## src/rtl/mux_scan_ctrl.sv

```systemverilog
// mux_scan_ctrl: steps a 4:1 mux select, samples mux_out per channel after a dwell,
// and hands the captured 4-bit frame to a valid/ready consumer.
module mux_scan_ctrl #(
    parameter int DWELL = 4
) (
    input  logic       clk,
    input  logic       rst,
    input  logic       start,
    input  logic       cont,
    input  logic       abort,
    input  logic       mux_out,
    input  logic       ready,
    output logic [1:0] sel,
    output logic [3:0] data,
    output logic       valid,
    output logic       busy,
    output logic [7:0] frame_cnt
);
    typedef enum logic [1:0] {IDLE, SCAN, OUT} state_t;
    localparam logic [3:0] LAST = 4'(DWELL - 1);
    state_t     state;
    logic [3:0] cnt;
    logic [2:0] buffer;
    always_ff @(posedge clk or posedge rst) begin
        if (rst) begin
            state     <= IDLE;
            sel       <= 2'd0;
            cnt       <= 4'd0;
            buffer    <= 3'd0;
            data      <= 4'd0;
            valid     <= 1'b0;
            busy      <= 1'b0;
            frame_cnt <= 8'd0;
        end else begin
            case (state)
                IDLE: if (start) begin
                    state <= SCAN;
                    busy  <= 1'b1;
                    sel   <= 2'd0;
                    cnt   <= 4'd0;
                end
                SCAN: if (abort) begin
                    state  <= IDLE;
                    busy   <= 1'b0;
                    sel    <= 2'd0;
                    cnt    <= 4'd0;
                    buffer <= 3'd0;
                end else if (cnt == LAST) begin
                    cnt <= 4'd0;
                    if (sel != 2'd3) begin
                        buffer[sel] <= mux_out;
                        sel         <= sel + 2'd1;
                    end else begin
                        data  <= {mux_out, buffer};
                        valid <= 1'b1;
                        state <= OUT;
                    end
                end else begin
                    cnt <= cnt + 4'd1;
                end
                OUT: if (ready) begin
                    // continuous mode restarts the scan on the acceptance edge itself
                    valid     <= 1'b0;
                    frame_cnt <= frame_cnt + 8'd1;
                    sel       <= 2'd0;
                    cnt       <= 4'd0;
                    busy      <= cont;
                    state     <= cont ? SCAN : IDLE;
                end
                default: state <= IDLE;
            endcase
        end
    end
endmodule
```

## config.mk

```make
export PLATFORM = sky130hd
export DESIGN_NAME = mux_scan_ctrl
export DESIGN_NICKNAME = d
export VERILOG_FILES = /design/src/rtl/mux_scan_ctrl.sv
export SDC_FILE = /design/constraint.sdc
export NUM_CORES = 1
export LEC_CHECK = 0
export CAP_MARGIN = 30
export CORE_UTILIZATION = 47
export DETAILED_ROUTE_END_ITERATION = 7
export HOLD_SLACK_MARGIN = 0.03
export PLACE_DENSITY = 0.76
export SLEW_MARGIN = 20
export SYNTH_ARGS = -nofsm -noshare
export SYNTH_HDL_FRONTEND = slang
export SYNTH_SLANG_ARGS = --single-unit
```

## constraint.sdc

```tcl
create_clock -name clk -period 1.5 [get_ports clk]
set_input_delay 0.225 -clock clk [delete_from_list [all_inputs] [get_ports clk]]
set_output_delay 0.225 -clock clk [all_outputs]
set_load 0.01 [all_outputs]
```

After elaboration in Yosys (flattened, before gate mapping)
Cells that the tools add are included.
- order comparisons: 2
- $add $sub $neg: 3
- bitwise gates (word level): 2
- reductions and logical operators: 14
- eq/ne operators: 13
- multiplexer cells: 33
- operators with widths (kind ; number):
    two-way mux 2 bit ; 10
    two-way mux 4 bit ; 4
    inequality test 2 bit (second input constant) ; 7
    case mux 2 bit (3 select lines) ; 2
    case mux 4 bit (3 select lines) ; 1
    AND reduction 4 bit ; 3
    AND reduction 5 bit ; 2
    two-way mux 1 bit ; 9
    two-way mux 3 bit ; 3
    inequality test 3 bit (second input constant) ; 3
    adder 8 x 1 -> 8 bit (second input constant) ; 1
    AND reduction 3 bit ; 2
    nonzero test 2 bit ; 3
    adder 4 x 1 -> 4 bit (second input constant) ; 1
    equality test 4 x 2 -> 1 bit (second input constant) ; 1
    bitwise mux 3 bit ; 1
    less-than comparator 2 x 3 -> 1 bit (second input constant) ; 1
    case mux 1 bit (3 select lines) ; 1
    nonzero test 3 bit ; 1
    adder 2 x 1 -> 2 bit (second input constant) ; 1
    demux 1 bit (select 2 bit) ; 1
    equality test 2 x 1 -> 1 bit (second input constant) ; 1
    equality test 2 bit (second input constant) ; 1
    >= comparator 2 x 1 -> 1 bit (second input constant) ; 1
    other kinds (5) ; 6
- bits in registers: 25
- bits of input ports: 7
- output and inout bits: 16
- logic and storage cells: 75

Depth between registers and ports, before layout
- depth after elaboration: 8
- gate-level depth with buffers: 5
- gate-level depth less buffers: 4

Worst setup path before layout
OpenSTA, ideal clock, no wires.
- kind: register to register
- start: register sel[0]
- end: register sel[1]
- cell stages (with the launch flop): 5
- period minus slack after synthesis: 1488 ps
- setup slack: 12 ps
- library setup time: 121 ps
- path buffers: 0
- data arrival time: 1366 ps
- cells stage by stage: dfrtp_1 -> ha_1 -> nor4b_2 -> o22ai_2 -> a32o_2
- cells in the longest elaborated chain, start to end: 5
- elaborated cells between the ends (all ways): 8
- classes of those cells: 1 x add/sub; 2 x eq/ne; 4 x mux; 1 x reduce/logical
- RTL lines (what ; RTL line ; text):
    start, declared ; 13 ; output logic [1:0] sel,
    start signal, assigned ; 52 ; sel <= sel + 2'd1;
    adder 2 x 1 -> 2 bit ; 52 ;
    two-way mux 2 bit ; 50 ; if (sel != 2'd3) begin
    two-way mux 2 bit ; 48 ; end else if (cnt == LAST) begin
    two-way mux 2 bit ; 42 ; SCAN: if (abort) begin
    case mux 2 bit (3 select lines) ; 35 ; case (state)
Several ways; a longest one is shown, not always the timed one. The select of a mux whose other input is x is not followed.
A chain may end at the register's enable or synchronous reset.

Final worst setup path
- start: register cnt[0]
- end: register data[0]
- cells in the longest elaborated chain, start to end: 2
- RTL lines (what ; RTL line ; text):
    start, declared ; 22 ; logic [3:0] cnt;
    start signal, assigned ; 59 ; cnt <= cnt + 4'd1;
    equality test 4 x 2 -> 1 bit ; 48 ;
    AND reduction 4 bit (no line) ; -- ;
    end signal, assigned ; 54 ; data <= {mux_out, buffer};
    end, declared ; 14 ; output logic [3:0] data,
Every way passes these cells.

==> results_dict.tcl <==
set metrics [dict create \
    relSlewSlack_pct 77.1 \
    synth_adder_area_share_pct 5.58 \
    crit_type "register to register" \
    max_stage_delay_ns 0.38 \
    rows 19 \
    place_inst 173 \
    grt_pass1_vias 1055 \
    ys_warn_count 0 \
    met2WireLength_um 1480 \
    synth_area_leaders "dfrtp_1 46%, ha_1 5.6%, mux2_4 4.5%" \
    hold_violations 0 \
    power.total_w 0.00164 \
    clkLatencyLatePin_ns 0.31 \
    synth.distinct_cells 42 \
    die_h_um 55.5 \
    crit_chain "ha_2 > nor3b_4 > nand3_4 > mux2_4" \
    synthArstFlopShare_pct 100 \
    drc_errors 0 \
    gp_congestion 0.825 \
    syn-num-nets 124 \
    ant_nets 0 \
    areaGrowthSynthToFinish_pct 36.6 \
    tightest_slew_ns 0.344 \
    cts_made_buffers 3 \
    grt_remaining_overflow 0 \
    routed_via_density 5.51 \
    clock_path_buffers 2 \
    synth_area_per_cell_um2 12.1 \
    worst-path-max-fanout 5 \
    vdd_drop_max_v 0.00119 \
    path_clk_slew_ns 0.14 \
    met3_length_um 73 \
    root_buffer "clkbuf_4" \
    ys.flop_type "dfrtp_1" \
    p_leak_nw 0.972 \
    yosysTopAreaCell "dfrtp_1" \
    finalWorstPathRequiredPeriod_ns 1.46 \
    p_per_area_mw_per_mm2 893 \
    final.period_utilization_pct 97.0 \
    wl_per_cell_um 15.0 \
    grtUsageTotal_pct 19.0 \
    synth-compound-area-share_pct 11.6 \
    final_area_mm2 0.00184 \
    setup_violations 0 \
    critPathLaunchType "register" \
    nNetsFinal 172 \
    ys_seq_area_share_pct 46.5 \
    n_fill_cell 221 \
    coreArea_mm2 0.00273 \
    max_freq_mhz 687 \
    io_pins 23 \
    drtPass1Iterations 4 \
    grt_max_degree 26 \
    synth.most_common_cell "dfrtp_1" \
    antenna_found_initial 0 \
    synth_top_family_by_area "simple AND/OR/NAND/NOR gates" \
    synth_mux_area_share_pct 7.43 \
    cts_tree "done" \
    critPathTopFamily "simple AND/OR/NAND/NOR gates" \
    drive_above_1_share_pct 30.4 \
    io_buffers 22 \
    dieArea_mm2 0.00308 \
    clock-sinks 25 \
    yosysTopAreaCellShare_pct 46.5 \
    syn_inst 111 \
    die_width_um 55.5 \
    fin_cells 189 \
    num_antenna_cells 0 \
    maxCapViolations 0 \
    ys_ff_latch 25 \
    hold_ws_ns 0.251 \
    dpl-instance-area_mm2 0.00167 \
    required_ns 1.71 \
    cts_htree_levels 1 \
    routed_wl_um 2840 \
    drt-initial-drc-count 19 \
    min_path_type "input port to asynchronous set/reset pin" \
    finClkSkew_ns 0.00619 \
    worst-path-buf-inv 0 \
    synth_commonest_cells "25 x dfrtp_1, 10 x nand2_1, 6 x ha_1, 5 x inv_1, 5 x xnor2_1" \
    start_util_pct 49.2 \
    wl_met1_um 1250 \
    synth_xor_area_share_pct 4.55 \
    synth_edf_count 0 \
    cp.arrival_ns 1.66 \
    top_layer "met4" \
    slowest_stage "dfrtp_1" \
    syn_area_mm2 0.00135 \
    grt_pass1_wl_um 4670 \
    endpoint_kind "register" \
    fin_setup_tns_ns 0 \
    hpwl_um 1960 \
    cts_hold_buf 0 \
    synth-simple-area-share_pct 21.2 \
    status "complete, no violations" \
    finalMaxSlewViolations 0 \
    vias 1041 \
]
==> flip-flops by register name, indices dropped and copies added (netlist names) <==
| register | cells |
|---|---|
| buffer | 3 |
| busy | 1 |
| cnt | 4 |
| data | 4 |
| frame_cnt | 8 |
| sel | 2 |
| state | 2 |
| valid | 1 |
==> what timing repair did <==
| item | 4_1_cts | 5_1_grt |
|---|---|---|
| buffers inserted | 9 | 5 |
| gates resized for setup | 5 | 9 |
| setup endpoints to repair | 12 | 15 |
| pin swaps | 0 | 1 |
| cloned | 0 | 0 |
==> metal layers <==
metal / vias to the layer above / global-route usage [%]
li1: 495 / -
met1: 521 / 23.6
met2: 21 / 34.1
met3: 4 / 2.58
met4: 0 / 6.07
met5: - / 0
==> cells in the final DEF, fill, tap and decap left out, drive strengths merged, types with 3 or more instances in the layout <==
cell / count
nor2: 4
dlymetal6s2s: 4
nor3: 3
nand2: 10
buf: 24
inv: 5
mux2i: 4
clkbuf: 4
o2111ai: 3
clkdlybuf4s50: 16
ha: 6
mux2: 4
nand3: 4
dfrtp: 25
nand3b: 3
nand4: 3
xnor2: 5
==> cell type report <==
| class | instances | area (um2) | area share [%] |
|---|---|---|---|
| Inverter | 5 | 18.8 | 1.02 |
| Multi-Input combinational cell | 78 | 721 | 39.2 |
| Timing Repair Buffer | 46 | 408 | 22.2 |
| Tap cell | 31 | 38.8 | 2.11 |
| Sequential cell | 25 | 627 | 34.1 |
| Clock buffer | 4 | 26.3 | 1.43 |
==> worst reg2reg max path, stage by stage, from the launching register on <==
cell,delay [ns]
dfrtp_1,0.38
ha_2,0.22
nor3b_4,0.28
nand3_4,0.15
mux2_4,0.32
==> metrics by stage <==
step	utilization [%]	setup slack, ns
3_3_place_gp	61.1	-0.0949
4_1_cts	65.1	-0.00621
5_1_grt	67.3	-0.00736
3_5_place_dp	61.1	-0.134
6_report	67.3	0.0444
2_1_floorplan	-	0.0123
==> kinds of logic (layout without fill, tap and decap cells) <==
kind of cell,Yosys count,count (layout)
flops,25,25
xor+xnor,7,7
fa+ha+maj,6,6
compound gates,18,18
mux,8,8
buf+inv,8,55
simple gates,39,39
==> final timing paths <==
check / end / startpoint / depth (start not counted) / slack (ns)
worst max-delay path: data[0] / cnt[0] / 4 / 0.04
worst min-delay path: frame_cnt[6] / rst / 3 / 0.25
worst max register to register: data[0] / cnt[0] / 4 / 0.04
worst min register to register: valid / valid / 2 / 0.50
max in group asynchronous: frame_cnt[2] / rst / 3 / 1.00
min in group clk: valid / valid / 2 / 0.50
==> power by group <==
part / leakage, nW / internal, W / switching, W
clock: 0.0150 / 0.000104 / 0.000195
combinational: 0.622 / 0.000299 / 0.000241
sequential: 0.335 / 0.000738 / 0.0000647
Note: power is estimated with default switching activity, not from simulation.
